`src/rtl/serial_subn_pkg.sv`:
```
// serial_subn_pkg: shared types and helpers for the bit-serial subtractor.
// Holds the controller state encoding and the counter-width helper so the
// top level and any future variants agree on them.
package serial_subn_pkg;

  localparam int STATE_W = 2;

  typedef enum logic [STATE_W-1:0] {
    IDLE  = 2'd0,
    SHIFT = 2'd1,
    DONE  = 2'd2
  } state_t;

  // Bits needed to count 0..n-1, never less than one so N=1 still has a counter.
  function automatic int cntWidth(input int n);
    return (n <= 2) ? 1 : $clog2(n);
  endfunction

endpackage

```
`src/rtl/serial_subn_full_sub.sv`:
```
// full_sub: combinational one-bit full subtractor cell, x - y - bin.
// The serial datapath reuses this single cell once per clock.
module full_sub
  import serial_subn_pkg::*;
(
  input  logic i_x,
  input  logic i_y,
  input  logic i_bin,
  output logic o_d,
  output logic o_bout
);

  assign o_d    = i_x ^ i_y ^ i_bin;
  assign o_bout = (~i_x & i_y) | (~(i_x ^ i_y) & i_bin);

endmodule

```
`src/rtl/serial_subn.sv`:
```
// serial_subn: bit-serial N-bit subtractor, Diff = A - B - Bin, LSB first.
// A rising edge on Start is registered into a launch flag; the following
// clock loads the operands, then N SHIFT clocks produce one result bit each.
// Done and the results therefore appear N+1 clocks after the trigger edge,
// while Busy is high for exactly the N shifting clocks.
// Optional build macro SERIAL_SUBN_OVF_EN enables the signed overflow flag;
// without it Ovf is tied low and no overflow state exists.
module serial_subn
  import serial_subn_pkg::*;
#(
  parameter int N = 4
) (
  input  logic         Clock,
  input  logic         Resetn,
  input  logic         Start,
  input  logic         Bin,
  input  logic [N-1:0] A,
  input  logic [N-1:0] B,
  output logic [N-1:0] Diff,
  output logic         Bout,
  output logic         Busy,
  output logic         Done,
  output logic         Ovf
);

  localparam int             CW   = cntWidth(N);
  localparam logic [CW-1:0]  LAST = CW'(N - 1);

  state_t         r_state;
  logic           r_startQ;
  logic           r_launch;
  logic [N-1:0]   r_a;
  logic [N-1:0]   r_b;
  logic [N-1:0]   r_rd;
  logic [N-1:0]   r_diff;
  logic           r_brw;
  logic           r_bout;
  logic           r_busy;
  logic           r_done;
  logic [CW-1:0]  r_cnt;

  logic           w_rise;
  logic           w_d;
  logic           w_bout;
  logic [N-1:0]   w_rdNext;

`ifdef SERIAL_SUBN_OVF_EN
  logic           r_aMsb;
  logic           r_bMsb;
  logic           r_ovf;
`endif

  assign w_rise = Start & ~r_startQ;

  full_sub u_cell (
    .i_x    (r_a[0]),
    .i_y    (r_b[0]),
    .i_bin  (r_brw),
    .o_d    (w_d),
    .o_bout (w_bout)
  );

  generate
    if (N == 1) begin : g_narrow
      assign w_rdNext = w_d;
    end else begin : g_wide
      assign w_rdNext = {w_d, r_rd[N-1:1]};
    end
  endgenerate

  // Start edge detector; an edge seen while shifting is dropped, never queued.
  always_ff @(posedge Clock or negedge Resetn) begin
    if (!Resetn) begin
      r_startQ <= 1'b0;
      r_launch <= 1'b0;
    end else begin
      r_startQ <= Start;
      r_launch <= w_rise && (r_state != SHIFT);
    end
  end

  // Controller and serial datapath: load on launch, shift N times, publish results.
  always_ff @(posedge Clock or negedge Resetn) begin
    if (!Resetn) begin
      r_state <= IDLE;
      r_a     <= '0;
      r_b     <= '0;
      r_rd    <= '0;
      r_diff  <= '0;
      r_brw   <= 1'b0;
      r_bout  <= 1'b0;
      r_busy  <= 1'b0;
      r_done  <= 1'b0;
      r_cnt   <= '0;
`ifdef SERIAL_SUBN_OVF_EN
      r_aMsb  <= 1'b0;
      r_bMsb  <= 1'b0;
      r_ovf   <= 1'b0;
`endif
    end else begin
      case (r_state)
        IDLE, DONE: begin
          if (r_launch) begin
            r_a     <= A;
            r_b     <= B;
            r_brw   <= Bin;
            r_cnt   <= '0;
            r_state <= SHIFT;
            r_done  <= 1'b0;
            r_busy  <= 1'b1;
`ifdef SERIAL_SUBN_OVF_EN
            r_aMsb  <= A[N-1];
            r_bMsb  <= B[N-1];
`endif
          end
        end
        SHIFT: begin
          r_brw <= w_bout;
          r_rd  <= w_rdNext;
          r_a   <= r_a >> 1;
          r_b   <= r_b >> 1;
          r_cnt <= r_cnt + 1'b1;
          if (r_cnt == LAST) begin
            r_state <= DONE;
            r_diff  <= w_rdNext;
            r_bout  <= w_bout;
            r_busy  <= 1'b0;
            r_done  <= 1'b1;
`ifdef SERIAL_SUBN_OVF_EN
            r_ovf   <= (r_aMsb != r_bMsb) && (w_d != r_aMsb);
`endif
          end
        end
        default: begin
          r_state <= IDLE;
        end
      endcase
    end
  end

  assign Diff = r_diff;
  assign Bout = r_bout;
  assign Busy = r_busy;
  assign Done = r_done;
`ifdef SERIAL_SUBN_OVF_EN
  assign Ovf  = r_ovf;
`else
  assign Ovf  = 1'b0;
`endif

endmodule

```
`config.mk`:
```
export PLATFORM = sky130hd
export DESIGN_NAME = serial_subn
export DESIGN_NICKNAME = d
export VERILOG_FILES = /design/src/rtl/serial_subn_pkg.sv /design/src/rtl/serial_subn_full_sub.sv /design/src/rtl/serial_subn.sv
export SDC_FILE = /design/constraint.sdc
export NUM_CORES = 1
export LEC_CHECK = 0
export ABC_AREA = 1
export CAP_MARGIN = 25
export CELL_PAD_IN_SITES_DETAIL_PLACEMENT = 2
export CELL_PAD_IN_SITES_GLOBAL_PLACEMENT = 2
export CORE_UTILIZATION = 31
export DETAILED_ROUTE_END_ITERATION = 16
export GPL_ROUTABILITY_DRIVEN = 1
export PLACE_DENSITY_LB_ADDON = 0.15
export SKIP_LAST_GASP = 1
export SLEW_MARGIN = 20
export SYNTH_ARGS = -nofsm -noshare
export SYNTH_HDL_FRONTEND = slang
export SYNTH_SLANG_ARGS = --single-unit
```
`constraint.sdc`:
```
create_clock -name Clock -period 1.35 [get_ports Clock]
set_input_delay 0.27 -clock Clock [delete_from_list [all_inputs] [get_ports Clock]]
set_output_delay 0.27 -clock Clock [all_outputs]
set_load 0.03 [all_outputs]
```
# ---- Yosys cells after proc, flatten, opt, wreduce, memory -nomap -nowiden
# Index checks and enable logic that the tools add are counted.
dict set report classes {
  n_bitwise 9
  mux 17
  add_sub_neg 1
  reduce_logical 8
  eq_ne 6
}
# op count
set op_table {}
lappend op_table {{$pmux 4 s2} 2}
lappend op_table {{$mux 4} 2}
lappend op_table {{$pmux 2 s2} 2}
lappend op_table {{$mux 2} 3}
lappend op_table {{$pmux 1 s2} 3}
lappend op_table {{$reduce_and 2->1} 3}
lappend op_table {{$mux 1} 5}
lappend op_table {{$eq 2x2->1 const B} 2}
lappend op_table {{$ne 2x2->1 const B} 2}
lappend op_table {{$and 1x1->1} 3}
lappend op_table {{$not 1->1} 3}
lappend op_table {{$reduce_and 3->1} 1}
lappend op_table {{$add 2x1->2 const B} 1}
lappend op_table {{$eq 2x1->1 const B} 1}
lappend op_table {{$logic_not 2->1} 1}
lappend op_table {{$ne 2x1->1 const B} 1}
lappend op_table {{$reduce_bool 2->1} 1}
lappend op_table {{$reduce_or 2->1} 1}
lappend op_table {{$xor 1x1->1} 2}
lappend op_table {{$logic_and 1x1->1} 1}
lappend op_table {{$or 1x1->1} 1}
dict set report totals {
  regBits 26
  output_inout_bits 8
  wordCells 53
  input_bits 12
}

# ---- Longest topological paths before layout
# Gate-level depths: netlist (run 1).
dict set report depth {
  word_depth 5
  ltp_mapped 7
  depth_no_buf 7
}

# ---- Cells and area by module
# A second synthesis (run 1) with hierarchy kept.
dict set report unflattened {
  cells_unflattened 131
  area_unflattened_um2 1176.1
}
# module instances seq_area_each_um2 area_each_um2 cells_per_inst
set by_module_without_submodules {}
lappend by_module_without_submodules {serial_subn 1 625.6 1144.8 127}
lappend by_module_without_submodules {full_sub 1 0.0 31.3 4}

# ---- Worst setup path before layout (run 1)
# No wires, ideal clock.
dict set report synth_path {
  kind {reg2reg}
  startpoint {reg r_b[0]}
  endpoint {reg r_rd[3]}
  setup_ps 83
  stages_incl_launch_ff 5
  synth_period_minus_slack_ps 1153
  path_slack_ps 197
  t_required_ps 1267
  arrival_ps 1070
  n_path_buf 0
  cell_sequence {dfrtp_1 -> inv_1 -> fa_1 -> inv_1 -> o21ai_0}
}
dict set report synth_between {
  elab_chain_cells 2
}
# item line
set synth_lines {}
lappend synth_lines {{from (decl)} serial_subn.sv:33} ;# logic [N-1:0] r_b;
lappend synth_lines {{from (signal assigned)} serial_subn.sv:121} ;# r_b <= r_b >> 1;
lappend synth_lines {{$xor 1x1->1 (2 in series)} serial_subn_full_sub.sv:13} ;# assign o_d = i_x ^ i_y ^ i_bin;
lappend synth_lines {{via u_cell.o_d} serial_subn_full_sub.sv:9} ;# output logic o_d,
lappend synth_lines {{to (signal assigned)} serial_subn.sv:119} ;# r_rd <= w_rdNext;
lappend synth_lines {{to (decl)} serial_subn.sv:34} ;# logic [N-1:0] r_rd;
# The timed path passes the listed nets, and every way through them passes these cells.
# A chain may end at the register's enable or synchronous reset.

# ---- Final worst setup path (run 1)
dict set report layout_path {
  startpoint {reg r_diff[2] (netlist: Diff[2])}
  endpoint {out Diff[2]}
}
# item line
set layout_rtl {}
lappend layout_rtl {{from (decl)} serial_subn.sv:35} ;# logic [N-1:0] r_diff;
lappend layout_rtl {{from (signal assigned)} serial_subn.sv:125} ;# r_diff <= w_rdNext;
lappend layout_rtl {{to (decl)} serial_subn.sv:19} ;# output logic [N-1:0] Diff,
# No word-level cell between the ends.

==> results of run 1 <==
-- Yosys cell counts, types with 2 or more instances --
library cell and count:
inv_1 21, dfrtp_1 25, buf_6 2, o21ai_2 5, o21ai_0 6, nor2_1 2
nand2_4 2, buf_4 2, inv_2 2, nand2_1 39, nand2_2 2, nand3_1 14
-- sequential cells by signal (all words and copies together), names as in the netlist, 2 cells and up --
register / cells
r_b: 4
Diff: 4
r_state: 2
r_a: 4
r_rd: 3
r_cnt: 2
-- worst max-delay path by stage --
stage / start / to / slack [ns] / cells past startpoint
after floorplan: r_b[0] / r_rd[3] / 0.20 / 4
after global placement: Busy / Busy / 0.06 / 1
after detailed placement: r_b[0] / r_rd[3] / 0.05 / 4
after CTS: r_b[0] / r_rd[3] / 0.02 / 4
after global routing: Bout / Bout / 0.004 / 1
final: Diff[2] / Diff[2] / 0.06 / 1
-- report_power, final --
group / switching (mW) / internal (mW)
logic: 1.02 / 0.578
clock network: 0.229 / 0.206
registers: 0.214 / 1.08
total: 1.47 / 1.86
-- through the flow --
step	hold slack, ns	utilization [%]	worst slack (ns)	instance area (µm²)
6_report	0.348	41.8	0.0600	1440
5_1_grt	0.360	41.8	0.00419	1440
3_3_place_gp	0.381	40.6	0.0616	1400
2_1_floorplan	-0.0256	-	0.197	1150
3_5_place_dp	0.388	40.6	0.0454	1400
4_1_cts	0.359	41.7	0.0197	1440
-- timing repair --
action | 4_1_cts | 5_1_grt
setup buffers | 0 | 0
resized for setup | 7 | 3
setup endpoints to repair | 7 | 3
pin swaps | 0 | 0
-- cells by family (layout without fill, tap and decap cells) --
group,after synthesis,after routing
simple gates,60,60
buf+inv,28,51
flops,25,25
compound gates,13,13
fa+ha+maj,2,2
other cells,1,1
-- per-layer routing --
| layer | track usage, % | up-vias |
|---|---|---|
| met1 | 19.5 | 439 |
| met4 | 4.36 | 0 |
| met5 | 0 | - |
| li1 | - | 433 |
| met2 | 27.7 | 11 |
| met3 | 1.82 | 2 |
-- area by class of cell --
cell class              count  area share [%]
clock buffers               3            2.87
clock inverters             1           0.348
inverters                  24            6.43
multi-input cells          76            27.3
flip-flops and latches     25            43.6
well taps                  46            4.00
repair buffers             23            15.5
==> results_dict.tcl, run 1 <==
set metrics [dict create \
    crit_path_start_kind "flop" \
    crit_slowest_cell "dlygate4sd2_1" \
    maxCapViolations 0 \
    drc 0 \
    finalHoldViolCount 0 \
    wl_met1_mm 1.19 \
    p_per_area_nw_per_um2 2310 \
    viasPerCell 4.47 \
    layoutNonFillerInstCount 198 \
    clock_path_buffers 2 \
    netlist_area_um2 1150 \
    gr-total-overflow 0 \
    clockRootBuffer "clkbuf_8" \
    ys_seq_elements 25 \
    fin_skew_ns 0.00995 \
    port_buffers 18 \
    core_um2 3440 \
    std_cell_rows 21 \
    r2r_slack_ns 0.11 \
    grt_pass1_wl_mm 4.84 \
    grt_pass1_vias 1022 \
    yosys.area_share.simple_pct 23.5 \
    path_class "reg2out" \
    setup_viol 0 \
    finalWirelength_mm 2.66 \
    avgSynthCellArea_um2 8.90 \
    path_delay_family "buffers and inverters" \
    outcome "finished clean" \
    start_util_pct 33.4 \
    synth_ff_type "dfrtp_1" \
    first_pass_iters 2 \
    worstPathRequired_ns 1.08 \
    ff_latch_area_um2 627 \
    multiInputGateArea_um2 393 \
    tns_ns 0 \
    dieArea_um2 3950 \
    rr_worst_depth 4 \
    dpl.hpwl_mm 1.97 \
    area_growth_pct 25.3 \
    dr.max_layer_used "met4" \
    leakage_nw 0.762 \
    synth_top_area_share_pct 54.5 \
    first_iter_violations 18 \
    die_h_um 62.9 \
    synth_cell_types 19 \
    dp.cells 194 \
    wl_met3_um 63 \
    ys_warn_count 0 \
    cts_sinks 25 \
    hold_class "in2async" \
    diodes 0 \
    synth-compound-area-share_pct 7.52 \
    wl_met2_mm 1.40 \
    cpPeakStageDelay_ns 0.40 \
    finalCritPeriodShare_pct 95.6 \
    period_minus_slack_ns 1.29 \
    cp_cell_sequence "dlygate4sd2_1" \
    drive_gt1_share_pct 15.1 \
    worstSkewPairLatency_ns 0.27 \
    ir_drop_v 0.000864 \
    ant_nets 0 \
    cts_hold_buffers 0 \
    rsz0062_at_grt "false" \
    netlist_instances 129 \
    end_kind "primary output" \
    cts_tree "yes" \
    ios 20 \
    final.fill_count 394 \
    crit_path_max_fanout 2 \
    grt_usage_pct 15.6 \
    die_x_um 62.9 \
    ys_async_sr_fraction_pct 100 \
    r2r-start "r_b[0]" \
    wl_per_cell_um 13.5 \
    yosys.area_share.adder_pct 2.83 \
    vias 885 \
    final_common_cell "nand2_1" \
    finalPower_mw 3.33 \
    antenna_found_initial 0 \
    cts_buffers 3 \
    fmax_mhz 775 \
    synth.largest_area_cell "dfrtp_1" \
    cp_num_buf_inv 1 \
    worstPathArrival_ns 1.02 \
    h-tree-depth 1 \
    synth_edf_count 0 \
    drv_slew 0 \
    cts.clk_slew.worst_paths_ns 0.09 \
    synthXorXnorAreaFrac_pct 0 \
    grt_start_max_net_pins 26 \
    gp_congestion 0.664 \
    ys_seq_area_share_pct 54.5 \
    reg2reg_to "r_rd[3]" \
    synth_top_family_by_area "simple AND/OR/NAND/NOR gates" \
    synth.area.mux_share_pct 0 \
    nets 167 \
    syn-num-nets 143 \
    layout_common_cells "nand2_1, dfrtp_1, inv_1" \
    synth_top_cells_by_area "dfrtp_1, nand2_1, inv_1" \
]
No activity file was read; power rests on OpenSTA's default activity.
==> run 2: changes to the inputs <==
CORE_ASPECT_RATIO = 1.75   (was default)
==> results_dict.tcl, run 2 (synthesis results as in run 1) <==
set metrics [dict create \
    h-tree-depth 1 \
    stdcell_area_um2 1420 \
    hold_ws_ns 0.357 \
    dp.cells 191 \
    viasPerCell 4.64 \
    grt_start_max_net_pins 26 \
    ios 20 \
    finalWirelength_mm 2.62 \
    clockRootBuffer "clkbuf_8" \
    path_class "reg2out" \
    crit_path_max_fanout 2 \
    vias 905 \
    finalPower_mw 3.25 \
    first_pass_iters 4 \
    clock_path_buffers 2 \
    area_growth_pct 23.7 \
    end_kind "primary output" \
    std_cell_rows 28 \
    drive_gt1_share_pct 12.7 \
    cp_cell_sequence "clkdlybuf4s15_1" \
    gp_congestion 0.694 \
    drv_slew 0 \
    diodes 0 \
    fmax_mhz 772 \
    finalHoldViolCount 0 \
    grt_pass1_wl_mm 4.49 \
    rsz0062_at_grt "false" \
    p_per_area_nw_per_um2 2290 \
    cts_hold_buffers 0 \
    die_h_um 82.5 \
    rr_worst_depth 4 \
    worstPathRequired_ns 1.08 \
    grt_pass1_vias 1018 \
    leakage_nw 0.749 \
    ant_nets 0 \
    ir_drop_v 0.000778 \
    fin_util_pct 41.0 \
    wl_per_cell_um 13.4 \
    crit_slowest_cell "dfrtp_1" \
    dieArea_um2 3960 \
    layout_common_cells "nand2_1, dfrtp_1, inv_1" \
    hold_class "in2async" \
    cts_tree "yes" \
    grt_usage_pct 16.3 \
    dpl.hpwl_mm 2.06 \
    tns_ns 0 \
    preCtsSetupSlack_ns 0.0377 \
    drc 0 \
    crit_path_start_kind "flop" \
    layoutNonFillerInstCount 195 \
    antenna_found_initial 0 \
    setup_viol 0 \
    dpl_cell_area_um2 1380 \
    cts.clk_slew.worst_paths_ns 0.08 \
    start_util_pct 33.1 \
    cp_num_buf_inv 1 \
    maxCapViolations 0 \
    gr-total-overflow 0 \
    finalCritPeriodShare_pct 95.9 \
    cts_sinks 25 \
    die_x_um 48.0 \
    timing.final.ws_setup_ns 0.0553 \
    cp.depth 1 \
    final_common_cell "nand2_1" \
    cpPeakStageDelay_ns 0.38 \
    port_buffers 18 \
    cts_buffers 3 \
    outcome "finished clean" \
    worstSkewPairLatency_ns 0.26 \
    cts_setup_buffers 0 \
    core_um2 3470 \
    nets 165 \
    period_minus_slack_ns 1.29 \
    fin_skew_ns 0.00260 \
    first_iter_violations 8 \
    path_delay_family "flip-flops" \
    worstPathArrival_ns 1.02 \
]
==> run 2: cell types whose count changed in the layout (fill, tap and decap cells not counted) <==
cell             change
buf_4                -2
clkbuf_1             +1
clkdlybuf4s15_1      +1
clkinv_2             -1
dfrtp_1              +1
dfrtp_2              -1
dlygate4sd2_1        -1
o21ai_0              +1
o21ai_1              -1
==> run 2: layout make-up <==
cell class              instances  area, µm²
clock buffers                   4       45.0
flip-flops and latches         25        626
well taps                      45       56.3
inverters                      24       92.6
fillers                       389       2050
repair buffers                 21        209
multi-input cells              76        393
==> run 2: what timing repair did <==
item,4_1_cts,5_1_grt
gates resized for setup,7,2
cloned,0,0
setup endpoints to repair,7,2
pin swaps,0,0
==> run 2: where the power goes <==
part	switching (mW)	internal, mW	total (mW)
Clock	0.224	0.211	0.435
Combinational	1.00	0.536	1.54
Sequential	0.200	1.08	1.28
==> run 2: path summary, 6_finish.rpt <==
path                       startpoint       end  slack [ns]
setup / recovery                 Busy      Busy        0.06
hold / removal                 Resetn   r_rd[2]        0.36
setup reg to reg               r_b[0]   r_rd[3]        0.12
hold reg to reg              r_startQ  r_launch        0.40
max in group asynchronous      Resetn    r_b[0]        0.84
min in group Clock           r_startQ  r_launch        0.40
==> run 2: metal layers <==
layer  GRT usage (%)  vias up  share of wire, %
met1            17.6      457                38
met3            1.96        4               2.0
li1                -      429                 -
met2            29.6       15                58
met4            7.50        0               2.3
met5               0        -                 0
==> run 3: changes to the inputs <==
PLACE_DENSITY_LB_ADDON = 0.2   (was 0.15)
==> results_dict.tcl, run 3 (synthesis results as in run 1) <==
set metrics [dict create \
    viasPerCell 4.64 \
    finalCritPeriodShare_pct 97.0 \
    grt_start_max_net_pins 26 \
    dieArea_um2 3960 \
    leakage_nw 0.744 \
    hold_class "in2async" \
    layout_common_cells "nand2_1, dfrtp_1, inv_1" \
    cts_setup_buffers 0 \
    path_delay_family "buffers and inverters" \
    rr_worst_depth 4 \
    setup_viol 0 \
    antenna_found_initial 0 \
    end_kind "primary output" \
    cp_cell_sequence "dlygate4sd2_1" \
    finalHoldViolCount 0 \
    crit_path_max_fanout 2 \
    ant_nets 0 \
    cts.clk_slew.worst_paths_ns 0.09 \
    dp.cells 191 \
    maxCapViolations 0 \
    worstPathArrival_ns 1.04 \
    tns_ns 0 \
    diodes 0 \
    outcome "finished clean" \
    port_buffers 18 \
    fin_util_pct 40.6 \
    gp_congestion 0.701 \
    layoutNonFillerInstCount 195 \
    core_um2 3470 \
    stdcell_area_um2 1410 \
    worstPathRequired_ns 1.08 \
    drv_slew 0 \
    final_common_cell "nand2_1" \
    start_util_pct 33.1 \
    ctsResizeCount 7 \
    finalWirelength_mm 2.59 \
    timing.final.ws_setup_ns 0.0409 \
    wl_per_cell_um 13.3 \
    cts_tree "yes" \
    finalPower_mw 3.25 \
    period_minus_slack_ns 1.31 \
    clock_path_buffers 2 \
    grt_pass1_vias 995 \
    preCtsSetupSlack_ns 0.0406 \
    dpl_cell_area_um2 1370 \
    cts_hold_buffers 0 \
    die_x_um 48.0 \
    grt_pass1_wl_mm 4.30 \
    die_h_um 82.5 \
    hold_ws_ns 0.371 \
    crit_path_start_kind "flop" \
    rsz0062_at_grt "false" \
    worstSkewPairLatency_ns 0.26 \
    area_growth_pct 22.7 \
    h-tree-depth 1 \
    cts_sinks 25 \
    crit_slowest_cell "dlygate4sd2_1" \
    first_pass_iters 2 \
    cts_buffers 3 \
    gr-total-overflow 0 \
    dpl.hpwl_mm 1.97 \
    ios 20 \
    cp.depth 1 \
    cp_num_buf_inv 1 \
    ir_drop_v 0.000812 \
    drc 0 \
    p_per_area_nw_per_um2 2310 \
    drive_gt1_share_pct 12.7 \
    path_class "reg2out" \
    fmax_mhz 764 \
    cpPeakStageDelay_ns 0.41 \
    std_cell_rows 28 \
    nets 165 \
    fin_skew_ns 0.00110 \
    grt_usage_pct 15.7 \
    vias 905 \
    first_iter_violations 7 \
    clockRootBuffer "clkbuf_8" \
]
-- run 3: cell types whose count changed in the layout (fill, tap and decap cells not counted) --
| cell | delta |
|---|---|
| buf_12 | -1 |
| buf_4 | +1 |
-- run 3: power breakdown --
| part | switching [mW] | internal, mW |
|---|---|---|
| clock network | 0.236 | 0.211 |
| logic | 0.994 | 0.533 |
| registers | 0.202 | 1.08 |
-- run 3: layout make-up --
| type | instances | area [µm²] |
|---|---|---|
| Fill cell | 403 | 2060 |
| Sequential cell | 25 | 626 |
| Multi-Input combinational cell | 76 | 393 |
| Timing Repair Buffer | 21 | 196 |
| Inverter | 24 | 92.6 |
| Tap cell | 45 | 56.3 |
| Clock buffer | 4 | 45.0 |
-- run 3: final timing paths --
| path | startpoint | endpoint | slack (ns) |
|---|---|---|---|
| setup / recovery | Diff[0] | Diff[0] | 0.04 |
| min in group Clock | r_startQ | r_launch | 0.40 |
| setup reg to reg | r_b[0] | r_rd[3] | 0.12 |
| hold / removal | Resetn | Diff[1] | 0.37 |
| hold reg to reg | r_startQ | r_launch | 0.40 |
| max in group asynchronous | Resetn | r_state[0] | 0.73 |
-- run 3: per-layer routing --
layer / vias to the layer above / GRT usage [%] / wire (µm)
met1: 463 / 16.1 / 976
met2: 10 / 29.9 / 1530
met3: 2 / 1.30 / 52
li1: 430 / - / -
met4: 0 / 6.67 / 25
met5: - / 0 / 0
